File: src/rtl/router_route_compute_pkg.sv
// Shared types and helpers for the per-input-port route stage: coordinate and
// VC types, start-flit field layout and the XY dimension-order route function.
package router_route_compute_pkg;

    localparam int COORD_BITS = 4;
    localparam int VC_BITS    = 2;
    localparam int FLIT_BITS  = 32;

    // Start-flit header layout: dest_x in the low nibble, dest_y above it, vc above that.
    localparam int DX_OFF = 0;
    localparam int DY_OFF = 4;
    localparam int VC_OFF = 8;

    typedef logic [COORD_BITS-1:0] coord_t;
    typedef logic [VC_BITS-1:0]    vc_t;
    typedef logic [FLIT_BITS-1:0]  flit_t;

    typedef enum logic [2:0] {
        PORT_LOCAL = 3'd0,
        PORT_EAST  = 3'd1,
        PORT_WEST  = 3'd2,
        PORT_NORTH = 3'd3,
        PORT_SOUTH = 3'd4
    } port_e;

    typedef struct packed {
        vc_t   vc;
        port_e port;
    } target_t;

    typedef struct packed {
        flit_t   flit;
        target_t target;
        logic    last;
    } entry_t;

    // True when the requested VC exists on the downstream ports.
    function automatic logic vc_in_range(vc_t vc, int unsigned vc_count);
        return (32'(vc) < vc_count);
    endfunction

    // X first, then Y; coordinates compared unsigned, no wrap-around.
    // An out-of-range VC is replaced by VC 0.
    function automatic target_t xy_route(coord_t dest_x, coord_t dest_y,
                                         coord_t my_x, coord_t my_y,
                                         vc_t vc, int unsigned vc_count);
        target_t t;
        t.vc = vc_in_range(vc, vc_count) ? vc : '0;
        if (dest_x > my_x)      t.port = PORT_EAST;
        else if (dest_x < my_x) t.port = PORT_WEST;
        else if (dest_y > my_y) t.port = PORT_NORTH;
        else if (dest_y < my_y) t.port = PORT_SOUTH;
        else                    t.port = PORT_LOCAL;
        return t;
    endfunction

endpackage

File: src/rtl/router_skid_buffer.sv
// Generic 2-entry valid/ready elastic buffer. in_ready is a register so there
// is no combinational path from out_ready_i back to in_ready_o.
module router_skid_buffer #(
    parameter type DATA_T = logic
) (
    input  logic  clk,
    input  logic  rst,
    input  logic  in_valid_i,
    output logic  in_ready_o,
    input  DATA_T in_data_i,
    output logic  out_valid_o,
    input  logic  out_ready_i,
    output DATA_T out_data_o
);

    logic [1:0] count_q, count_d;
    logic       ready_q;
    DATA_T      data0_q, data1_q;   // data0_q is always the head entry
    logic       push, pop;

    assign push = in_valid_i & ready_q;
    assign pop  = out_valid_o & out_ready_i;

    // Occupancy after this cycle's push/pop.
    always_comb begin
        count_d = count_q;
        if (push && !pop)
            count_d = count_q + 2'd1;
        else if (!push && pop)
            count_d = count_q - 2'd1;
    end

    // Control state; ready stays low through reset and rises on the first edge after release.
    always_ff @(posedge clk or posedge rst) begin
        if (rst) begin
            count_q <= 2'd0;
            ready_q <= 1'b0;
        end else begin
            count_q <= count_d;
            ready_q <= (count_d != 2'd2);
        end
    end

    // Entry storage: shift on pop from full, write the incoming entry into the first free slot.
    always_ff @(posedge clk) begin
        if (pop && count_q == 2'd2)
            data0_q <= data1_q;
        if (push) begin
            if (count_q == 2'd0 || (count_q == 2'd1 && pop))
                data0_q <= in_data_i;
            else
                data1_q <= in_data_i;
        end
    end

    assign in_ready_o  = ready_q;
    assign out_valid_o = (count_q != 2'd0);
    assign out_data_o  = data0_q;

endmodule

File: src/rtl/router_route_compute.sv
// Route stage for one router input: decodes the start flit with XY routing and
// tags every flit of the packet with the same {vc, port} target, so the
// crossbar sees a stable target from start flit to last flit.
// COORD_W must match COORD_BITS in the package.
module router_route_compute
    import router_route_compute_pkg::*;
#(
    parameter int          COORD_W  = 4,
    parameter int unsigned VC_COUNT = 2,
    parameter int          CNT_W    = 16
) (
    input  logic               clk,
    input  logic               rst,
    input  logic               in_valid_i,
    output logic               in_ready_o,
    input  logic [31:0]        in_flit_i,
    input  logic               in_last_i,
    output logic               out_valid_o,
    input  logic               out_ready_i,
    output logic [31:0]        out_flit_o,
    output logic [1:0]         out_vc_o,
    output logic [2:0]         out_port_o,
    output logic               out_last_o,
    input  logic [COORD_W-1:0] my_x_i,
    input  logic [COORD_W-1:0] my_y_i,
    output logic [CNT_W-1:0]   pkt_count_o,
    output logic               err_vc_o
);

    localparam logic [0:0] ST_HEAD = 1'b0;
    localparam logic [0:0] ST_BODY = 1'b1;

    logic [0:0]       state_q, state_d;
    target_t          tgt_q;
    target_t          head_tgt, flit_tgt;
    logic             accept;
    logic             head_vc_bad;
    vc_t              head_vc;
    entry_t           push_entry, pop_entry;
    logic             err_vc_q;
    logic [CNT_W-1:0] pkt_count_q;

    assign accept      = in_valid_i & in_ready_o;
    assign head_vc     = in_flit_i[VC_OFF +: VC_BITS];
    assign head_vc_bad = ~vc_in_range(head_vc, VC_COUNT);
    assign head_tgt    = xy_route(in_flit_i[DX_OFF +: COORD_BITS], in_flit_i[DY_OFF +: COORD_BITS],
                                  my_x_i, my_y_i, head_vc, VC_COUNT);

    // A start flit uses the freshly computed target; body flits reuse the latched one.
    always_comb begin
        flit_tgt = (state_q == ST_HEAD) ? head_tgt : tgt_q;
        state_d  = state_q;
        if (accept)
            state_d = in_last_i ? ST_HEAD : ST_BODY;
    end

    assign push_entry = '{flit: in_flit_i, target: flit_tgt, last: in_last_i};

    // Packet state, sticky VC error and delivered-packet counter.
    always_ff @(posedge clk or posedge rst) begin
        if (rst) begin
            state_q     <= ST_HEAD;
            err_vc_q    <= 1'b0;
            pkt_count_q <= '0;
        end else begin
            state_q <= state_d;
            if (accept && state_q == ST_HEAD && head_vc_bad)
                err_vc_q <= 1'b1;
            if (out_valid_o && out_ready_i && pop_entry.last)
                pkt_count_q <= pkt_count_q + CNT_W'(1);
        end
    end

    // Latch the target on each accepted start flit for the rest of the packet.
    always_ff @(posedge clk) begin
        if (accept && state_q == ST_HEAD)
            tgt_q <= head_tgt;
    end

    router_skid_buffer #(
        .DATA_T(entry_t)
    ) u_buf (
        .clk         (clk),
        .rst         (rst),
        .in_valid_i  (in_valid_i),
        .in_ready_o  (in_ready_o),
        .in_data_i   (push_entry),
        .out_valid_o (out_valid_o),
        .out_ready_i (out_ready_i),
        .out_data_o  (pop_entry)
    );

    assign out_flit_o  = pop_entry.flit;
    assign out_vc_o    = pop_entry.target.vc;
    assign out_port_o  = pop_entry.target.port;
    assign out_last_o  = pop_entry.last;
    assign pkt_count_o = pkt_count_q;
    assign err_vc_o    = err_vc_q;

endmodule
File: config.mk
export PLATFORM = sky130hd
export DESIGN_NAME = router_route_compute
export DESIGN_NICKNAME = d
export VERILOG_FILES = /design/src/rtl/router_route_compute_pkg.sv /design/src/rtl/router_skid_buffer.sv /design/src/rtl/router_route_compute.sv
export SDC_FILE = /design/constraint.sdc
export NUM_CORES = 1
export LEC_CHECK = 0
export ABC_AREA = 1
export CORE_ASPECT_RATIO = 0.9
export CORE_MARGIN = 3
export CORE_UTILIZATION = 53
export DETAILED_ROUTE_END_ITERATION = 10
export PLACE_DENSITY = 0.95
export SKIP_CTS_REPAIR_TIMING = 1
export SLEW_MARGIN = 20
export SYNTH_ARGS = -nofsm -noshare
export SYNTH_HDL_FRONTEND = slang
export SYNTH_SLANG_ARGS = --single-unit
File: constraint.sdc
create_clock -name clk -period 6.45 [get_ports clk]
set_input_delay 1.935 -clock clk [delete_from_list [all_inputs] [get_ports clk]]
set_output_delay 1.935 -clock clk [all_outputs]
set_load 0.02 [all_outputs]
-- Word-level counts from Yosys, hierarchy flattened
Cells that the tools add are included.
- register bits: 102
- logic and storage cells: 57
- input bits: 45
- muxes and demuxes: 12
- bitwise logic cells: 5
- equality and inequality tests: 3
- add/sub/neg operators: 3
- order comparisons: 5
- reduce and logical (&&, ||, !) cells: 14
- operators with widths (cell ; count):
    2-to-1 mux 38 bit ; 3
    adder 16 x 1 -> 16 bit (second input constant) ; 1
    2-to-1 mux 3 bit ; 4
    > comparator 4 bit ; 2
    logical AND 1 bit ; 8
    < comparator 4 bit ; 2
    2-to-1 mux 2 bit ; 3
    2-to-1 mux 5 bit ; 1
    NOT 1 bit ; 3
    adder 2 x 1 -> 2 bit (second input constant) ; 1
    bitwise AND 1 bit ; 2
    equality test 2 x 1 -> 1 bit (second input constant) ; 1
    equality test 2 bit (second input constant) ; 1
    zero test 1 bit ; 2
    zero test 2 bit ; 1
    < comparator 2 bit (second input constant) ; 1
    inequality test 2 bit (second input constant) ; 1
    AND reduction 2 bit ; 1
    nonzero test 2 bit ; 1
    subtractor 2 x 1 -> 2 bit (second input constant) ; 1
    logical OR 1 bit ; 1
    2-to-1 mux 1 bit ; 1

-- Logic depth before layout (Yosys ltp)
Gate-level depths: netlist of the first run.
- word-level depth: 8
- gate-level depth with buffers: 11
- mapped depth without buffers: 11

-- Hierarchy
A second synthesis of the first run with hierarchy kept.
- cell total of the unflattened synthesis: 526
- area, all modules: 4525.6 um^2
- by module, submodules not included (module ; cells each ; area an instance (um^2) ; seq. area each (um^2) ; times used):
    router_skid_buffer ; 353 ; 3163.0 ; 1976.9 ; 1
    router_route_compute ; 173 ; 1362.6 ; 570.5 ; 1

-- Worst setup path after synthesis of the first run
Ideal clock, no wire load.
- kind: input-to-reg
- start: in out_ready_i
- end: reg u_buf.data1_q[0] (netlist bit) (enable)
- required time: 6.018 ns
- slack: 2.331 ns
- arrival: 3.687 ns
- cell stages on the path: 3
- library setup time: 0.432 ns
- cell sequence: a21oi_1 inv_1 nor2_1
- cells in the longest elaborated chain, start to end: 5
- ends and longest elaborated chain (element ; RTL line ; text):
    start, declared ; router_route_compute.sv:19 ; input logic out_ready_i,
    bitwise AND 1 bit ; router_skid_buffer.sv:22 ; assign pop = out_valid_o & out_ready_i;
    logical AND 1 bit ; router_skid_buffer.sv:49 ; if (count_q == 2'd0 || (count_q == 2'd1 && pop))
    logical OR 1 bit ; router_skid_buffer.sv:49 ;
    NOT 1 bit (no line) ; n/a ;
    AND reduction 2 bit (no line) ; n/a ;
    end signal, assigned ; router_skid_buffer.sv:52 ; data1_q <= in_data_i;
    end, declared ; router_skid_buffer.sv:18 ; DATA_T data0_q, data1_q;
Every way passes these cells.
A chain may end at the register's enable or synchronous reset.

-- Worst setup path after layout of the first run
- start: reg u_buf.count_q[0]
- end: out out_valid_o
- cells in the longest elaborated chain, start to end: 1
- ends and longest elaborated chain (element ; RTL line ; text):
    start, declared ; router_skid_buffer.sv:16 ; logic [1:0] count_q, count_d;
    start signal, assigned ; router_skid_buffer.sv:39 ; count_q <= count_d;
    nonzero test 2 bit ; router_skid_buffer.sv:57 ; assign out_valid_o = (count_q != 2'd0);
    end, declared ; router_route_compute.sv:18 ; output logic out_valid_o,
Every way passes these cells.

==> results of run 1 <==
==> per-layer routing <==
metal  share of wire [%]  global-route usage, %  vias to the layer above
li1                    -                      -                     1577
met1                  38                   25.7                     1566
met2                  52                   41.2                      157
met3                 6.1                   5.79                       22
met4                 3.1                   8.31                        0
met5                   0                      0                        -
==> critical path: cells and delay by family (launching register included) <==
kind / cells / cell delay (ns)
adder cells (fa/ha/maj): 1 / 0.26
flip-flops: 1 / 0.44
buffers and inverters: 3 / 0.77
==> area by class of cell <==
class	instances	area, um2
flip-flops and latches	100	2520
fillers	454	1880
multi-input cells	264	1390
repair buffers	103	1040
inverters	39	146
clock buffers	9	124
well taps	93	116
clock inverters	7	73.8
==> path summary, 6_finish.rpt <==
kind,from,end,slack [ns],depth (start not counted)
hold / removal,u_buf.out_data_o[5],u_buf.out_data_o[5],0.47,2
setup / recovery,u_buf.count_q[0],out_valid_o,2.69,4
min in group asynchronous,rst,pkt_count_o[8],2.06,2
hold reg to reg,u_buf.out_data_o[5],u_buf.out_data_o[5],0.47,2
setup reg to reg,u_buf.count_q[0],u_buf.out_data_o[14],4.16,8
max in group asynchronous,rst,pkt_count_o[0],3.89,2
==> power by group <==
part / internal (mW) / switching (mW)
Combinational: 0.444 / 0.583
Sequential: 0.905 / 0.127
Clock: 0.182 / 0.216
Total: 1.53 / 0.926
==> layout by cell type (no fill, tap or decap), types with 2 or more instances in the layout <==
cell type	synthesis	layout
sky130_fd_sc_hd__clkinv_2	0	2
sky130_fd_sc_hd__xnor2_1	4	4
sky130_fd_sc_hd__xor2_1	6	6
sky130_fd_sc_hd__edfxtp_1	41	41
sky130_fd_sc_hd__inv_6	0	2
sky130_fd_sc_hd__nand4_1	3	3
sky130_fd_sc_hd__and2_1	2	2
sky130_fd_sc_hd__ha_1	12	12
sky130_fd_sc_hd__inv_1	38	38
sky130_fd_sc_hd__o21ai_0	9	9
sky130_fd_sc_hd__a31oi_1	32	32
sky130_fd_sc_hd__o211ai_1	3	3
sky130_fd_sc_hd__nand2_1	109	108
sky130_fd_sc_hd__dfrtp_1	21	21
sky130_fd_sc_hd__or2_2	3	3
sky130_fd_sc_hd__nor2_1	44	43
sky130_fd_sc_hd__dfxtp_1	38	38
sky130_fd_sc_hd__clkdlybuf4s50_1	0	101
sky130_fd_sc_hd__nand3_1	15	15
sky130_fd_sc_hd__a21oi_1	4	4
sky130_fd_sc_hd__nor2_4	3	4
sky130_fd_sc_hd__or2_0	3	3
sky130_fd_sc_hd__clkbuf_8	0	9
sky130_fd_sc_hd__nand2_4	1	2
==> flip-flops by register name (all words and copies together), names as in the netlist <==
register          flops
u_buf.data1_q        37
tgt_q                 4
state_q               1
pkt_count_o          16
u_buf.count_q         2
err_vc_o              1
u_buf.in_ready_o      1
u_buf.out_data_o     38
==> kinds of logic (layout without fill, tap and decap cells) <==
group | after synthesis | count (layout) | synth area share [%]
AO/OA/AOI/OAI | 51 | 51 | 7.48
XOR/XNOR | 10 | 10 | 2.13
adder cells (fa/ha/maj) | 12 | 12 | 3.65
buffers and inverters | 53 | 158 | 5.35
flip-flops | 100 | 100 | 61.2
multiplexers | 2 | 2 | 0.517
AND/OR/NAND/NOR | 189 | 189 | 19.7
==> out/summary.md, run 1 <==
The clock slew at the register clock pins of the worst setup and hold paths was 0.09 ns. In this run the tool buffered the top-level ports with 101 buffer cells. The run gives 615 as the filler-free cell count of the finished design. The worst stage delay on the critical path is 0.61 ns. The residual antenna-violating net count after detailed routing was 0. The run gives 474 as the post-synthesis net count. The total via count after detailed routing is 3322, and the fraction of layout instances using a drive strength above 1 is 6.13%. Entering global routing, the biggest net connects 70 pins. At the pin with the least slew margin, the transition time is 0.811 ns. The number of hold violations in the final report came out at 0. The tools report the root buffer cell as sky130_fd_sc_hd__clkbuf_8.

The net count of the finished layout is 574. Detailed placement ended at an HPWL of 6.92 mm. On the final layout, the worst hold slack is 0.466 ns.

Yosys mapped a number of flops with a built-in enable equal to 41. The flow ran to the end, and the final reports show no timing, DRC or antenna violations. For this run, the register share of the synthesized area comes to 61.2%. After routing the design area is 0.00541 mm2. The slowest stage of the critical path belongs to the cell sky130_fd_sc_hd__clkdlybuf4s50_1. Timing would allow up to 266 MHz. After layout, the worst setup slack is 2.69 ns.

The fraction of registers with async set or reset after synthesis works out to 21.0%. Summing internal, switching and leakage power gives 2.46 mW. Setup repair after global routing left no endpoint under its margin. For the worst-skew pair, the clock arrives at the later sink with an insertion delay of 0.35 ns. For the final max-slew violation count, the log shows 0. At the placement stage, the worst setup path has a slack of 2.25 ns. At the worst endpoint, the required time is 4.51 ns. The instance area after placement was 0.00519 mm2. The H-tree generated during clock tree synthesis spans 3 levels.

The worst setup path is launched from a register. TritonCTS created 9 clock buffers. The floorplan step set the die width to 98.9 um.

The logs give 0 for the initial antenna violation count and 0 for the final setup violation count. The congestion estimate from routability-driven global placement came to 0.830. Headroom to the max-slew limit came out at 45.8%. Across the routed clock network, the largest skew measured is 0.00864 ns. 102 I/O pins were placed. After global routing the overflow that remains totals 0.

Most common cell in the synthesized netlist: sky130_fd_sc_hd__nand2_1. Synthesis handed over a netlist of 417 instances. For this run, the number of Yosys warnings is 0. Sorting the synthesized cells by how often they occur yields sky130_fd_sc_hd__nand2_1, sky130_fd_sc_hd__nor2_1, sky130_fd_sc_hd__edfxtp_1, sky130_fd_sc_hd__dfxtp_1, sky130_fd_sc_hd__inv_1.

In this run the worst path has a maximum fanout of 3. Global routing used 22.4% of the available tracks across all layers. 0 antenna diodes ended up in the layout. The classification of the worst-slack hold path is reg2reg.

By instance count, the cell type seen most on the critical path is sky130_fd_sc_hd__inv_1. The floorplan step set the die height to 89.6 um. The run gives 0 as the number of max-cap violations. The die covers 0.00886 mm2. The wire length of the first global-routing pass came out at 15.5 mm.

The worst setup path is of the reg2out kind. In the routed design, unresolved DRC markers number 0. For this configuration, the core starts out at a cell density of 56.4%. The element type at the critical path end is an output port. For the worst setup path, the data arrival time is 1.82 ns.

Largest area contributor in the synthesized netlist: sky130_fd_sc_hd__edfxtp_1. The post-route clock period utilization is 58.2%, and the mean routed wirelength per cell is 16.1 um. For the total placed cells including tap cells, the log shows 598. The clock tree buffer depth is 2. The area fraction of the dominant cell type after synthesis is 29.9%. For the floorplan row count, the log shows 29. The signal on the critical path passes through inv_1 -> ha_1 -> inv_1 -> clkdlybuf4s50_1. The tools report the netlist area before placement as 0.00412 mm2. For this design the static power due to leakage is 2.33 nW.

The clock drives 100 sinks. The most used flip-flop cell after synthesis is sky130_fd_sc_hd__edfxtp_1. In this run the power density over the cells is 454 mW/mm2.

The tools report the iteration-0 DRC count of the detailed router as 228. After synthesis the netlist holds a flip-flop and latch count of 100. The relative area change from synthesis to final layout works out to 31.4%. By area the synthesized netlist is led by sky130_fd_sc_hd__edfxtp_1, sky130_fd_sc_hd__dfxtp_1, sky130_fd_sc_hd__dfrtp_1. After detailed routing, the number of vias per cell comes to 5.40.

Cells fill 74.2% of the core in the end. The first TritonRoute pass finished after 5 iterations. Each instance of the synthesized netlist takes up on average 9.87 um2. TritonCTS built the clock tree.

Summed over all layers, the routed wires come to 9.88 mm. For the via count of the first global-routing pass, the log shows 3261. The run gives 0 ns as the final-layout setup total negative slack. After synthesis, the netlist uses 36 different library cells.

The worst voltage drop across the vdd grid is 0.257 mV, and the minimum period implied by the final worst setup slack is 3.76 ns. After floorplanning, the core was sized to cover 0.00729 mm2.
Power figures use the tool's default switching activity.
==> inputs of run 2 (changes only) <==
--- a/config.mk
+++ b/config.mk
@@ -8,9 +8,9 @@
 export ABC_AREA = 1
 export CORE_ASPECT_RATIO = 0.9
 export CORE_MARGIN = 3
-export CORE_UTILIZATION = 53
+export CORE_UTILIZATION = 49
 export DETAILED_ROUTE_END_ITERATION = 10
-export PLACE_DENSITY = 0.95
+export PLACE_DENSITY = 0.92
 export SKIP_CTS_REPAIR_TIMING = 1
 export SLEW_MARGIN = 20
 export SYNTH_ARGS = -nofsm -noshare
==> constraint.sdc (replaced) <==
create_clock -name clk -period 3.6 [get_ports clk]
set_input_delay 1.08 -clock clk [delete_from_list [all_inputs] [get_ports clk]]
set_output_delay 1.08 -clock clk [all_outputs]
set_load 0.02 [all_outputs]
==> out/summary.md, run 2 (synthesized netlist as in run 1, its figures left out) <==
The worst setup path is launched from a register. The tools report the remaining max-slew budget at the tightest pin as 46.9%. The run gives 3260 as the total via count after detailed routing. The startpoint identified for the worst register-to-register timing path is u_buf.count_q[0]. The number of max-cap violations is 0.

On the final layout, the worst hold slack is 0.452 ns. Once layout is complete, the utilization of the core stands at 66.6%. Setup violations remaining at the end of the flow were counted as 0.

Global routing consumed, over all layers together, 20.0% of the routing resources. The run finished with clean final reports. The clock slew at the register clock pins of the worst setup and hold paths was 0.09 ns.

The tools report the root buffer cell as sky130_fd_sc_hd__clkbuf_8. Overall power consumption after layout is estimated at 4.29 mW. Entering global routing, the biggest net connects 39 pins. Counting along the longest clock path gives a buffer depth of 2. The final-layout setup total negative slack is 0 ns. The die is 92.9 um tall.

The number of cells on the worst reg-to-reg path is 8. TritonCTS built the clock tree. Once layout is done, the placed cells without fillers occupy 0.00540 mm2. Setup repair after global routing left no endpoint under its margin. The worst path in the final design needs a cycle of 2.84 ns, including I/O delays and setup. The relative area change from synthesis to final layout came out at 31.2%.

In this run the critical register-to-register path is captured at u_buf.out_data_o[9]. For this run, the detailed router's first-pass iteration total came to 4. The floorplan has 31 rows.

Static timing analysis puts the maximum clock frequency at 353 MHz. In this run the most critical hold path is launched from u_buf.out_data_o[5]. During placement, the flow inserted port buffers numbering 101. In the finished design, the share of the clock period the worst path needs comes to 78.8%. For the pin with the worst max-slew slack, the measured transition is 0.795 ns.

The fill cell total of the finished layout was 602. The element type at the critical path end is an output port. The logs give 0.35 ns for the insertion delay to the later sink of the worst-skew pair and 9.23 mm for the aggregate routed wire length.

The initial antenna violation count was 0; the HPWL reported at the end of detailed placement was 6.63 mm. The final layout contains 576 nets. The setup slack of the worst register-to-register path is 1.48 ns. The tools report the number of hold violations in the final report as 0. Dividing total power by cell area gives a power density of 795 mW/mm2. After detailed routing, the average wire length per cell comes to 14.8 um. The final max-slew violation count is 0. STA puts the critical path data arrival time at 1.76 ns. The critical path goes through inv_1 -> ha_1 -> inv_1 -> clkdlybuf4s50_1.

On the worst path, the slowest cell contributes a delay of 0.60 ns. Routability-driven placement finished with a final weighted congestion of 0.826. For this run, design rule violations remaining after detail routing come to 0. After detailed routing, the number of vias per cell comes to 5.23.

The total congestion overflow after global routing came out at 0. Summed over all cells, the static leakage comes to 2.32 nW. The die is 103 um wide. At the worst endpoint, the required time is 2.52 ns. The fraction of layout instances using a drive strength above 1 is 6.30%, and the filler-free cell count of the finished design is 623.

The library cells used most frequently in the layout, excluding fill and tap cells, are sky130_fd_sc_hd__nand2_1, sky130_fd_sc_hd__clkdlybuf4s50_1, sky130_fd_sc_hd__nor2_1. The repair_antennas step left the layout with diodes totalling 0. Cell with the biggest individual delay on the critical path: sky130_fd_sc_hd__clkdlybuf4s50_1. The detail route stage leaves a number of antenna-violating nets equal to 0.

The classification of the worst setup path was reg2out. CTS built an H-tree with a depth of 3. The logs give 102 for the I/O pin count and 0.00522 mm2 for the instance area after placement. The initial utilization of the core area, before any placement, comes to 50.8%. Counting tap cells, the placed design contains a total of 607 instances.

The most numerous cell on the critical path was sky130_fd_sc_hd__inv_1. The die covers 0.00954 mm2. Leaving out fill and tap cells, the most frequent cell in the layout is sky130_fd_sc_hd__nand2_1.

The register with the most flip-flops in the layout has 38 of them. The first global-routing pass estimated 15.1 mm of wire. The core region is 0.00811 mm2. The classification of the worst-slack hold path was reg2reg. The kind of cell adding the most delay to the critical path was buffers and inverters. Counting both buffers and inverters, the worst setup path holds a total of 3. The worst voltage drop across the vdd grid was 0.327 mV. The tree built by TritonCTS fans out to 100 sinks. The number of clock buffers added by TritonCTS is 9. At the placement stage, the worst setup path has a slack of 0.646 ns.

The tools report the via count of the first global-routing pass as 3321. The logs give 0.764 ns for the final critical-path setup slack and 0.0144 ns for the final setup skew. The path with the worst hold slack has its endpoint at u_buf.out_data_o[5]. The count of cells along the worst hold path is 2.

For the iteration-0 DRC count of the detailed router, the log shows 233. Maximum fanout count along the critical path: 3.
## run 2: cell count changes in the layout (fill, tap and decap cells not counted), sizes merged
| cell | change |
|---|---|
| clkinvlp | -1 |
| buf | +2 |
| clkbuf | +1 |
| bufinv | -1 |
| inv | +1 |
## run 2: worst max-delay path by stage
stage / startpoint / to / slack (ns) / cells past startpoint
floorplan: out_ready_i / u_buf.data1_q[0] / 0.34 / 3
global placement: in_flit_i[3] / u_buf.data1_q[1] / 0.76 / 9
detailed placement: in_valid_i / u_buf.out_data_o[31] / 0.65 / 7
CTS: u_buf.count_q[0] / out_valid_o / 0.76 / 4
global route: u_buf.count_q[0] / out_valid_o / 0.68 / 4
finish: u_buf.count_q[0] / out_valid_o / 0.76 / 4
## run 2: layout make-up
type | instances | area [um2] | share of cell area [%]
Clock buffer | 10 | 128 | 2.36
Clock inverter | 6 | 55.1 | 1.02
Inverter | 39 | 146 | 2.71
Multi-Input combinational cell | 264 | 1390 | 25.7
Sequential cell | 100 | 2520 | 46.6
Tap cell | 99 | 124 | 2.29
Timing Repair Buffer | 105 | 1040 | 19.3
## run 2: power by group
part	switching, mW	internal, mW	leakage, nW	total (mW)
Sequential	0.211	1.62	0.970	1.83
Clock	0.390	0.265	0.0934	0.656
Combinational	1.02	0.789	1.26	1.80
## run 2: worst min-delay path, delay by kind of cell (launching register included)
| family | cells | cell delay (ns) |
|---|---|---|
| flip-flops | 1 | 0.32 |
| AND/OR/NAND/NOR | 2 | 0.10 |
## run 2: metal layers
layer,track usage [%],part of all wire (%)
met1,25.0,41
met2,34.0,51
met3,2.86,6.5
met4,8.85,1.6
met5,0,0
==> inputs of run 3 (changes only) <==
==> constraint.sdc (replaced) <==
create_clock -name clk -period 2.9 [get_ports clk]
set_input_delay 0.87 -clock clk [delete_from_list [all_inputs] [get_ports clk]]
set_output_delay 0.87 -clock clk [all_outputs]
set_load 0.02 [all_outputs]
==> out/summary.md, run 3 (synthesized netlist as in run 1, its figures left out) <==
The achievable clock frequency was 379 MHz; the relative area change from synthesis to final layout was 32.8%. Across the run, the number of max-cap violations was 0. The minimum period implied by the final worst setup slack is 2.64 ns. The floorplan step defined a die boundary enclosing 0.00954 mm2. The classification of the worst-slack hold path is reg2reg. The final max-slew violation count is 0, and the total routing resource utilization after global routing is 20.4%. The run gives 604 as the fill cell total of the finished layout. The flip-flop count of the largest register after layout works out to 38. The final layout contains 579 nets. Total number of H-tree levels: 3. Summed over all layers, the routed wires come to 9.31 mm. The clock slew at the register clock pins of the worst setup and hold paths works out to 0.09 ns. By startpoint and endpoint, the worst setup path is classified as reg2out. For the final routed database, the setup TNS stands at 0 ns. Summing all flip-flop and latch instances after layout gives 0.00252 mm2. In the routed layout, each cell is associated on average with a via count of 5.23. Summed over all layers, the global routing overflow is 0.

Input and output buffers added on the ports amount to 101. The worst voltage drop across the vdd grid is 0.451 mV. The worst endpoint data arrival time came out at 1.77 ns.

For the via count of the first global-routing pass, the log shows 3195. The run gives 0.831 as the final weighted congestion in routability-driven placement. Worst endpoint required time: 2.03 ns. The logs give 4 for the number of optimization iterations in the first detailed-route pass and 46.0% for the remaining max-slew budget at the tightest pin. The fraction of power spent switching nets is 36.0%.

Once detail routing completed, the nets flagged for antenna violations numbered 0. At the pin with the least slew margin, the transition time is 0.808 ns. In the layout the commonest cells are sky130_fd_sc_hd__nand2_1, sky130_fd_sc_hd__clkdlybuf4s50_1, sky130_fd_sc_hd__nor2_1. Summing over every cut layer, the via total after detailed routing is 3273.

The setup slack of the worst register-to-register path is 1.02 ns, and the area of combinational cells with multiple inputs is 0.00139 mm2. By instance count, the cell type seen most on the critical path is sky130_fd_sc_hd__inv_1. The internal portion of the total power is 3.50 mW.

The flow ran to the end, and the final reports show no timing, DRC or antenna violations. The logs give 0.00547 mm2 for the design area and 0 for the number of inserted diodes. Mean routed wirelength per cell: 14.9 um.

The number of placed instances, taps included, is 610. The critical path goes through inv_1 -> ha_1 -> inv_1 -> clkdlybuf4s50_1. The die extent in x came out at 103 um. The critical path contains buffers and inverters numbering 3 combined.

The relative contribution of the clock network to total power is 17.3%. Setup repair after global routing left no endpoint under its margin. The worst setup path is launched from a register. Switching component of the power: 1.97 mW.

For this design, the slowest cell found on the critical path is sky130_fd_sc_hd__clkdlybuf4s50_1. The worst stage delay on the critical path was 0.61 ns. No sink is reached through more buffers than the 2 on the longest clock path. Leaving out fill and tap cells, the most frequent cell in the layout is sky130_fd_sc_hd__nand2_1. The tools report the number of buffers created by CTS as 9. The initial antenna violation count is 0.

The largest net degree at the start of global routing was 38; the total power was 5.47 mW. The tree is rooted in a sky130_fd_sc_hd__clkbuf_8. The detailed router finished its first iteration with 222 violations.

For the floorplan row count, the log shows 31. The I/O pin count is 102, and the total number of clock tree sinks is 100. Fraction of layout instances using a drive strength above 1: 6.64%. The total power divided by cell area is 1000 mW/mm2, and the DRC violation count after routing is 0. For the filler-free cell count of the finished design, the log shows 626. Setup violations remaining at the end of the flow were counted as 0. The element type at the critical path end is an output port. For the number of hold violations in the final report, the log shows 0.

TritonCTS built the clock tree. The floorplan step defined a core boundary enclosing 0.00811 mm2. In this run, flip-flops and latches consume 41.3% of the power. The insertion delay to the later sink of the worst-skew pair is 0.35 ns.

In the finished design, the share of the clock period the worst path needs comes to 90.9%. Detailed placement finished with a half-perimeter wire length of 6.69 mm. The analysis attributes to cell leakage a power of 2.36 nW. The maximum fanout count along the critical path was 3. The first global-routing pass estimated 15.2 mm of wire. The combinational group share of total power was 41.4%.

The cell family contributing the most delay on the critical path is buffers and inverters. The die is 92.9 um tall. The final setup skew was 0.00735 ns.

The run gives 50.8% as the starting utilization of the core area. The instance area after placement came out at 0.00525 mm2.
-- run 3: power by group through the flow --
stage	clock network, mW	logic [mW]	registers [mW]
3_3_place_gp	0	2.20	2.28
5_1_grt	1.03	2.48	2.31
6_report	0.945	2.26	2.26
4_1_cts	0.965	2.29	2.26
3_5_place_dp	0	2.27	2.28
2_1_floorplan	0	0.901	2.65
-- run 3: final timing paths --
check                                     from                   to  cells after the start
min reg2reg                u_buf.out_data_o[5]  u_buf.out_data_o[5]                      2
min in group asynchronous                  rst       pkt_count_o[8]                      2
min                        u_buf.out_data_o[5]  u_buf.out_data_o[5]                      2
max                           u_buf.count_q[0]          out_valid_o                      4
max reg2reg                   u_buf.count_q[0]  u_buf.out_data_o[0]                      7
max in group asynchronous                  rst      pkt_count_o[12]                      2
-- run 3: area by class of cell --
cell class | instances | share of cell area [%]
Clock buffer | 9 | 2.27
Tap cell | 99 | 2.27
Sequential cell | 100 | 46.1
Timing Repair Buffer | 108 | 19.7
Clock inverter | 7 | 1.65
Inverter | 39 | 2.68
Multi-Input combinational cell | 264 | 25.4
-- run 3: metal layers --
layer	vias up	share of wire (%)	track usage (%)
li1	1585	-	-
met1	1541	41	24.5
met2	127	51	34.9
met3	20	6.2	5.20
met4	0	2.4	7.54
met5	-	0	0
-- run 3: stage by stage --
| stage | setup slack (ns) | utilization, % | hold WS (ns) |
|---|---|---|---|
| finish | 0.263 | 67.4 | 0.447 |
| detailed placement | 0.211 | 64.8 | 0.438 |
| CTS | 0.236 | 67.4 | 0.452 |
| floorplan | 0.471 | - | 0.485 |
| global route | 0.162 | 67.4 | 0.470 |
| global placement | 0.335 | 64.8 | 0.433 |
-- run 3: worst min-delay path: stages, from the launching register on --
cell                      delay (ns)
sky130_fd_sc_hd__dfxtp_1        0.32
sky130_fd_sc_hd__nand2_1        0.06
sky130_fd_sc_hd__nor2_1         0.04
